--- src/rtl/gzip_pkg.sv ---
// Shared types and helpers for the GZIP framing stages.
package gzip_pkg;

  typedef enum logic [1:0] {
    ST_COUNT    = 2'd0,
    ST_WAIT_CRC = 2'd1,
    ST_EMIT     = 2'd2
  } state_e;

  localparam int unsigned GZIP_TRAILER_BYTES = 8;
  localparam int unsigned TRL_IDX_W          = 3;

  typedef logic [TRL_IDX_W-1:0] trl_idx_t;

  // Select trailer byte idx from {isize, crc}, both little-endian.
  function automatic logic [7:0] trailer_byte(input logic [31:0] crc,
                                              input logic [31:0] isize,
                                              input trl_idx_t    idx);
    logic [63:0] frame;
    frame = {isize, crc};
    return frame[{idx, 3'b000} +: 8];
  endfunction

endpackage

--- src/rtl/gzip_trailer_gen.sv ---
// GZIP trailer generator: counts stream bytes, latches the final CRC32 and
// emits CRC32 then ISIZE (both little-endian) as eight valid/ready bytes.
module gzip_trailer_gen
  import gzip_pkg::*;
#(
  parameter int unsigned ISIZE_W = 32
) (
  input  logic        clk,
  input  logic        rst_n,
  input  logic        data_valid_in,
  input  logic        data_last_in,
  input  logic        flush_in,
  input  logic [31:0] crc32_in,
  output logic [7:0]  trl_data_out,
  output logic        trl_valid_out,
  input  logic        trl_ready_in,
  output logic        busy_out,
  output logic        done_out,
  output logic        protocol_err_out
);

  localparam trl_idx_t LAST_IDX = trl_idx_t'(GZIP_TRAILER_BYTES - 1);

  state_e             state_q, state_d;
  logic [ISIZE_W-1:0] count_q, count_d;
  logic [31:0]        crc_q, crc_d;
  trl_idx_t           idx_q, idx_d;
  logic [7:0]         data_q, data_d;
  logic               valid_q, valid_d;
  logic               busy_q, busy_d;
  logic               done_q, done_d;
  logic               err_q, err_d;

  logic [31:0]        isize;
  logic               stream_in;
  logic               handshake;
  trl_idx_t           idx_next;

  assign isize     = 32'(count_q);
  assign stream_in = data_valid_in | flush_in;
  assign handshake = valid_q & trl_ready_in;
  assign idx_next  = trl_idx_t'(idx_q + trl_idx_t'(1));

  // Next-state, byte counting and trailer sequencing.
  always_comb begin
    state_d = state_q;
    count_d = count_q;
    crc_d   = crc_q;
    idx_d   = idx_q;
    data_d  = data_q;
    valid_d = valid_q;
    done_d  = 1'b0;
    err_d   = err_q;

    case (state_q)
      ST_COUNT: begin
        if (data_valid_in) begin
          count_d = count_q + ISIZE_W'(1);
          if (data_last_in || flush_in) begin
            state_d = ST_WAIT_CRC;
          end
        end else if (flush_in) begin
          state_d = ST_WAIT_CRC;
        end
      end

      ST_WAIT_CRC: begin
        // crc32 settled on the edge that took the last byte; capture it now.
        if (stream_in) begin
          err_d = 1'b1;
        end
        crc_d   = crc32_in;
        idx_d   = '0;
        data_d  = crc32_in[7:0];
        valid_d = 1'b1;
        state_d = ST_EMIT;
      end

      ST_EMIT: begin
        if (stream_in) begin
          err_d = 1'b1;
        end
        if (handshake) begin
          if (idx_q == LAST_IDX) begin
            valid_d = 1'b0;
            done_d  = 1'b1;
            count_d = '0;
            idx_d   = '0;
            data_d  = '0;
            state_d = ST_COUNT;
          end else begin
            idx_d  = idx_next;
            data_d = trailer_byte(crc_q, isize, idx_next);
          end
        end
      end

      default: begin
        state_d = ST_COUNT;
      end
    endcase

    busy_d = (state_d != ST_COUNT);
  end

  // State and output registers with synchronous active-low reset.
  always_ff @(posedge clk) begin
    if (!rst_n) begin
      state_q <= ST_COUNT;
      count_q <= '0;
      crc_q   <= '0;
      idx_q   <= '0;
      data_q  <= '0;
      valid_q <= 1'b0;
      busy_q  <= 1'b0;
      done_q  <= 1'b0;
      err_q   <= 1'b0;
    end else begin
      state_q <= state_d;
      count_q <= count_d;
      crc_q   <= crc_d;
      idx_q   <= idx_d;
      data_q  <= data_d;
      valid_q <= valid_d;
      busy_q  <= busy_d;
      done_q  <= done_d;
      err_q   <= err_d;
    end
  end

  assign trl_data_out     = data_q;
  assign trl_valid_out    = valid_q;
  assign busy_out         = busy_q;
  assign done_out         = done_q;
  assign protocol_err_out = err_q;

endmodule

--- config.mk ---
export PLATFORM = sky130hd
export DESIGN_NAME = gzip_trailer_gen
export DESIGN_NICKNAME = d
export VERILOG_FILES = /design/src/rtl/gzip_pkg.sv /design/src/rtl/gzip_trailer_gen.sv
export SDC_FILE = /design/constraint.sdc
export NUM_CORES = 1
export LEC_CHECK = 0
export ABC_AREA = 1
export BUFFER_PORTS_ARGS = -buffer_cell sky130_fd_sc_hd__buf_2
export CELL_PAD_IN_SITES_DETAIL_PLACEMENT = 1
export CELL_PAD_IN_SITES_GLOBAL_PLACEMENT = 1
export CORE_ASPECT_RATIO = 1.2
export CORE_MARGIN = 2
export CORE_UTILIZATION = 40
export CTS_BUF_LIST = sky130_fd_sc_hd__clkbuf_8
export DETAILED_ROUTE_END_ITERATION = 6
export GPL_TIMING_DRIVEN = 0
export PLACE_DENSITY = 0.82
export RECOVER_POWER = 50
export SLEW_MARGIN = 0
export SYNTH_ARGS = -nofsm -noshare
export SYNTH_HDL_FRONTEND = slang
export SYNTH_SLANG_ARGS = --single-unit
--- constraint.sdc ---
create_clock -name clk -period 1.9 [get_ports clk]
set_input_delay 0.285 -clock clk [delete_from_list [all_inputs] [get_ports clk]]
set_output_delay 0.285 -clock clk [all_outputs]
set_load 0.005 [all_outputs]
Word level (Yosys, flattened, before mapping):

Cells that the tools add are included.

* flip-flop bits (word level): 81
* input port bits: 38

* $add $sub $neg: 2
* eq/ne operators: 6
* shifts and indexed selects: 1
* muxes and demuxes: 20
* bitwise logic cells: 2
* reduce and logical (&&, ||, !) cells: 11

Operators with widths (count)
* 2-to-1 mux 32 bit: 3
* one-hot mux 32 bit (2 select lines): 1
* indexed part select 64 x 7 -> 8 bit: 1
* adder 32 x 1 -> 32 bit, second input constant: 1
* 2-to-1 mux 8 bit: 2
* one-hot mux 8 bit (2 select lines): 1
* 2-to-1 mux 2 bit: 5
* 2-to-1 mux 3 bit: 2
* != test 2 bit, second input constant: 3
* one-hot mux 2 bit (3 select lines): 1
* one-hot mux 3 bit (2 select lines): 1
* AND reduction 3 bit: 2
* nonzero test 2 bit: 3
* AND reduction 2 bit: 2
* AND reduction 4 bit: 1
* adder 3 x 1 -> 3 bit, second input constant: 1
* equality test 3 bit, second input constant: 1
* 2-to-1 mux 1 bit: 3
* equality test 2 x 1 -> 1 bit, second input constant: 1
* equality test 2 bit, second input constant: 1
* logical NOT 2 bit: 1
* one-hot mux 1 bit (2 select lines): 1
* OR reduction 2 bit: 1
* AND 1 bit: 1
* other kinds (2): 2

Longest topological paths before layout:

* word-level depth: 5
* gate-level depth with buffers: 12

Worst setup path after synthesis:

Ideal clock, no wire load.

* path kind: reg-to-reg
* from: reg state_q[0]
* to: reg count_q[14]
* setup time: 0.123 ns
* data arrival time: 1.494 ns
* path slack: 0.284 ns
* cell stages (with the launch flop): 9
* cell sequence: dfxtp_1 inv_1 ha_1 nand2_1 nand2_1 nor2_2 nand3_1 o21ai_1 a21boi_1

* longest elaborated chain between the ends: 3
* elaborated cells between the ends (all ways): 8
* classes of those cells: eq/ne (4); mux (1); reduce/logical (3)

Ends and longest elaborated chain
* start, declared: line gzip_trailer_gen.sv:24 `state_e state_q, state_d;`
* start signal, assigned: line gzip_trailer_gen.sv:119 `state_q <= state_d;`
* equality test 2 bit / logical NOT 2 bit (equally long branches): line gzip_trailer_gen.sv:55 `case (state_q)`
* != test 2 bit (no source line) / nonzero test 2 bit (equally long branches)
* AND reduction 4 bit (no source line)
* end signal, assigned: line gzip_trailer_gen.sv:120 `count_q <= count_d;`
* end, declared: line gzip_trailer_gen.sv:25 `logic [ISIZE_W-1:0] count_q, count_d;`

Several ways; a longest one is shown, not always the timed one.
A chain may end at the register's enable or synchronous reset.

Worst setup path in the final report:

* from: reg idx_q[0]
* to: reg count_q[21]

* longest elaborated chain between the ends: 3

Ends and longest elaborated chain
* start, declared: line gzip_trailer_gen.sv:27 `trl_idx_t idx_q, idx_d;`
* start signal, assigned: line gzip_trailer_gen.sv:122 `idx_q <= idx_d;`
* equality test 3 bit: line gzip_trailer_gen.sv:84 `if (idx_q == LAST_IDX) begin`
* != test 2 bit (no source line)
* AND reduction 4 bit (no source line)

Every way passes these cells.

==> flow_summary.yaml <==
status:
  outcome: "finished, final reports clean"
die:
  die-area_um2: 11300
  die_h_um: 116
  die_x_um: 97.4
  start_util_pct: 41.4
  rows: 40
  core-area_um2: 10100
  ios: 50
critical_path:
  critPathMaxFanout: 10
  worstSetupPathType: "flop to flop"
  worstPathRequired_ps: 2170
  critPathCaptureType: "flop"
  reg2reg_depth: 10
  cp-start-kind: "flop"
  arrival_ps: 2060
placed_design:
  gp_congestion: 0.930
  dpl.hpwl_um: 10700
  portBuffers: 49
finish:
  drive_above_1_share_pct: 14.2
  fin_nets: 735
  final_core_util_pct: 48.2
  diodes: 0
  fill_cells: 1377
  areaGrowthSynthToFinish_pct: 16.5
synth:
  yosysTopAreaCell: "dfxtp_1"
  synth_edf_count: 0
  synth_cell_types: 27
  ys_seq_area_share_pct: 38.7
  synth_commonest_cells: "122 x nor2_1, 82 x nand2_1, 82 x o21ai_0"
  syn_nets: 675
  ys_seq_elements: 81
  yosysWarnings: 0
  synthArstFlopShare_pct: 0
  syn_avg_cell_area_um2: 6.65
  yosys-top-cells-area: "dfxtp_1 39%, nor2_1 11%, o21ai_0 9.8%"
  postSynthCellCount: 630
  synth_ff_type: "dfxtp_1"
  synth.most_common_cell: "nor2_1"
  netlist_area_um2: 4190
  synth.top_cell.area_share_pct: 38.7
timing:
  period_minus_slack_ps: 1800
  setup_viol: 0
  fmax_ghz: 0.557
  tightest_slew_ps: 510
  slew_headroom_pct: 66.0
  skew_ps: 6.82
  maxSlewViolCount: 0
  timing.final.crit_share_pct: 94.5
  hold_viol_final: 0
pwr:
  swShare_pct: 41.2
  power.density_nw_per_um2: 1220
  ir_drop_uv: 785
  finalPower_mw: 5.95
  p_clk_share_pct: 22.5
  combPwrFrac_pct: 38.4
  pwr-share-seq_pct: 39.1
  p_leak_nw: 1.95
  p_switching_mw: 2.45
  p_int_mw: 3.50
global_route:
  grt_pass1_vias: 4674
  grt_use_total_pct: 25.2
  overflow: 0
  grt_max_degree: 16
  grt_pass1_wl_um: 22700
  antenna_found_initial: 0
min_path:
  worstHoldPathType: "input port to flop"
  holdPathStages: 3
route:
  wl_per_cell_um: 17.0
  wirelength_um: 13900
  routed_via_density: 5.45
  drt_first_pass_iters: 5
  ant_nets: 0
  dr_total_vias: 4474
  drcViolationCount: 0
  first_iter_violations: 172
clock_network:
  clk_pin_slew_ps: 90
  clock_tree.root_cell: "clkbuf_8"
  cts_tree: "done"
  clockBufferDepth: 2
  cts_buffers: 9
  h-tree-depth: 3
  clock-sinks: 81
  clock_latency_ps: 370
job:
  max_cap_violations: 0
repair_timing:
| item | CTS | global route |
|---|---|---|
| setup endpoints to repair | 33 | 31 |
| pin swaps | 1 | 4 |
| resized for setup | 10 | 18 |
| buffers inserted | 1 | 0 |
| hold buffers | 0 | 0 |
state kept, by name, summed over array words and instances (netlist names):
register and flops:
idx_q 3, state_q 2, busy_out 1, protocol_err_out 1, trl_valid_out 1, done_out 1
count_q 32, crc_q 32, trl_data_out 8
cells in the final DEF (no fill, tap or decap), types with 11 or more instances in the layout:
master    instances
a21oi_1          63
buf_2            49
clkbuf_1         20
dfxtp_1          79
inv_1            63
nand2_1          81
nand3_1          35
nand4_1          12
nor2_1          121
nor3_1           11
o21ai_0          81
path summary, 6_finish.rpt:
path	slack, ps	to	from
max	100	count_q[21]	idx_q[0]
min	130	crc_q[29]	crc32_in[29]
max reg2reg	100	count_q[21]	idx_q[0]
min reg2reg	460	crc_q[0]	crc_q[0]
layer usage:
layer  track usage [%]  wire length, um
met5                 0                0
met4              11.6              390
met3              2.96              364
met2              47.1             7190
met1              28.9             5990
layout make-up:
cell class / instances / area [um2] / area share [%]
multi-input combinational: 454 / 2250 / 46.1
sequential: 81 / 1620 / 33.3
inverter: 67 / 251 / 5.16
timing repair buffer: 50 / 246 / 5.05
tap: 126 / 158 / 3.23
buffer: 27 / 145 / 2.98
clock buffer: 9 / 124 / 2.54
clock inverter: 7 / 78.8 / 1.62
critical path, cell delays in order, from the launching register on:
cell     delay, ps
dfxtp_2        370
ha_1           200
ha_4           150
nand2_2         70
nand2_2        100
nand3_4        130
buf_12         190
nor2_4         150
nand3_1        140
o21ai_1        150
nor2_1          40
metrics by stage:
step                setup TNS [ps]  cell area (um2)  std cells  setup WS, ps  hold slack (ps)
global route                 -14.5             4880        821         -14.5              140
finish                           0             4880        821           105              133
floorplan                        0             4190        630           284              420
global placement              -595             4590        805          -109              434
CTS                              0             4820        822          5.67              126
detailed placement           -1880             4590        805          -161              444
power by group through the flow:
stage / clock network, mW / logic (mW) / registers [mW]
after floorplan: 0 / 1.45 / 2.27
after global placement: 0 / 2.01 / 2.34
after detailed placement: 0 / 2.10 / 2.35
after CTS: 1.35 / 2.18 / 2.32
after global routing: 1.41 / 2.55 / 2.37
final: 1.34 / 2.29 / 2.33
logic make-up (layout without fill, tap and decap cells):
| logic type | count (synthesis) | after routing | share of synthesized area [%] |
|---|---|---|---|
| DFF | 81 | 81 | 38.7 |
| adders and majority gates | 7 | 7 | 2.09 |
| buffers and inverters | 95 | 160 | 8.94 |
| and+or+nand+nor | 277 | 277 | 29.0 |
| AOI/OAI and AO/OA | 170 | 170 | 21.2 |
(Power assumes the default switching activity.)
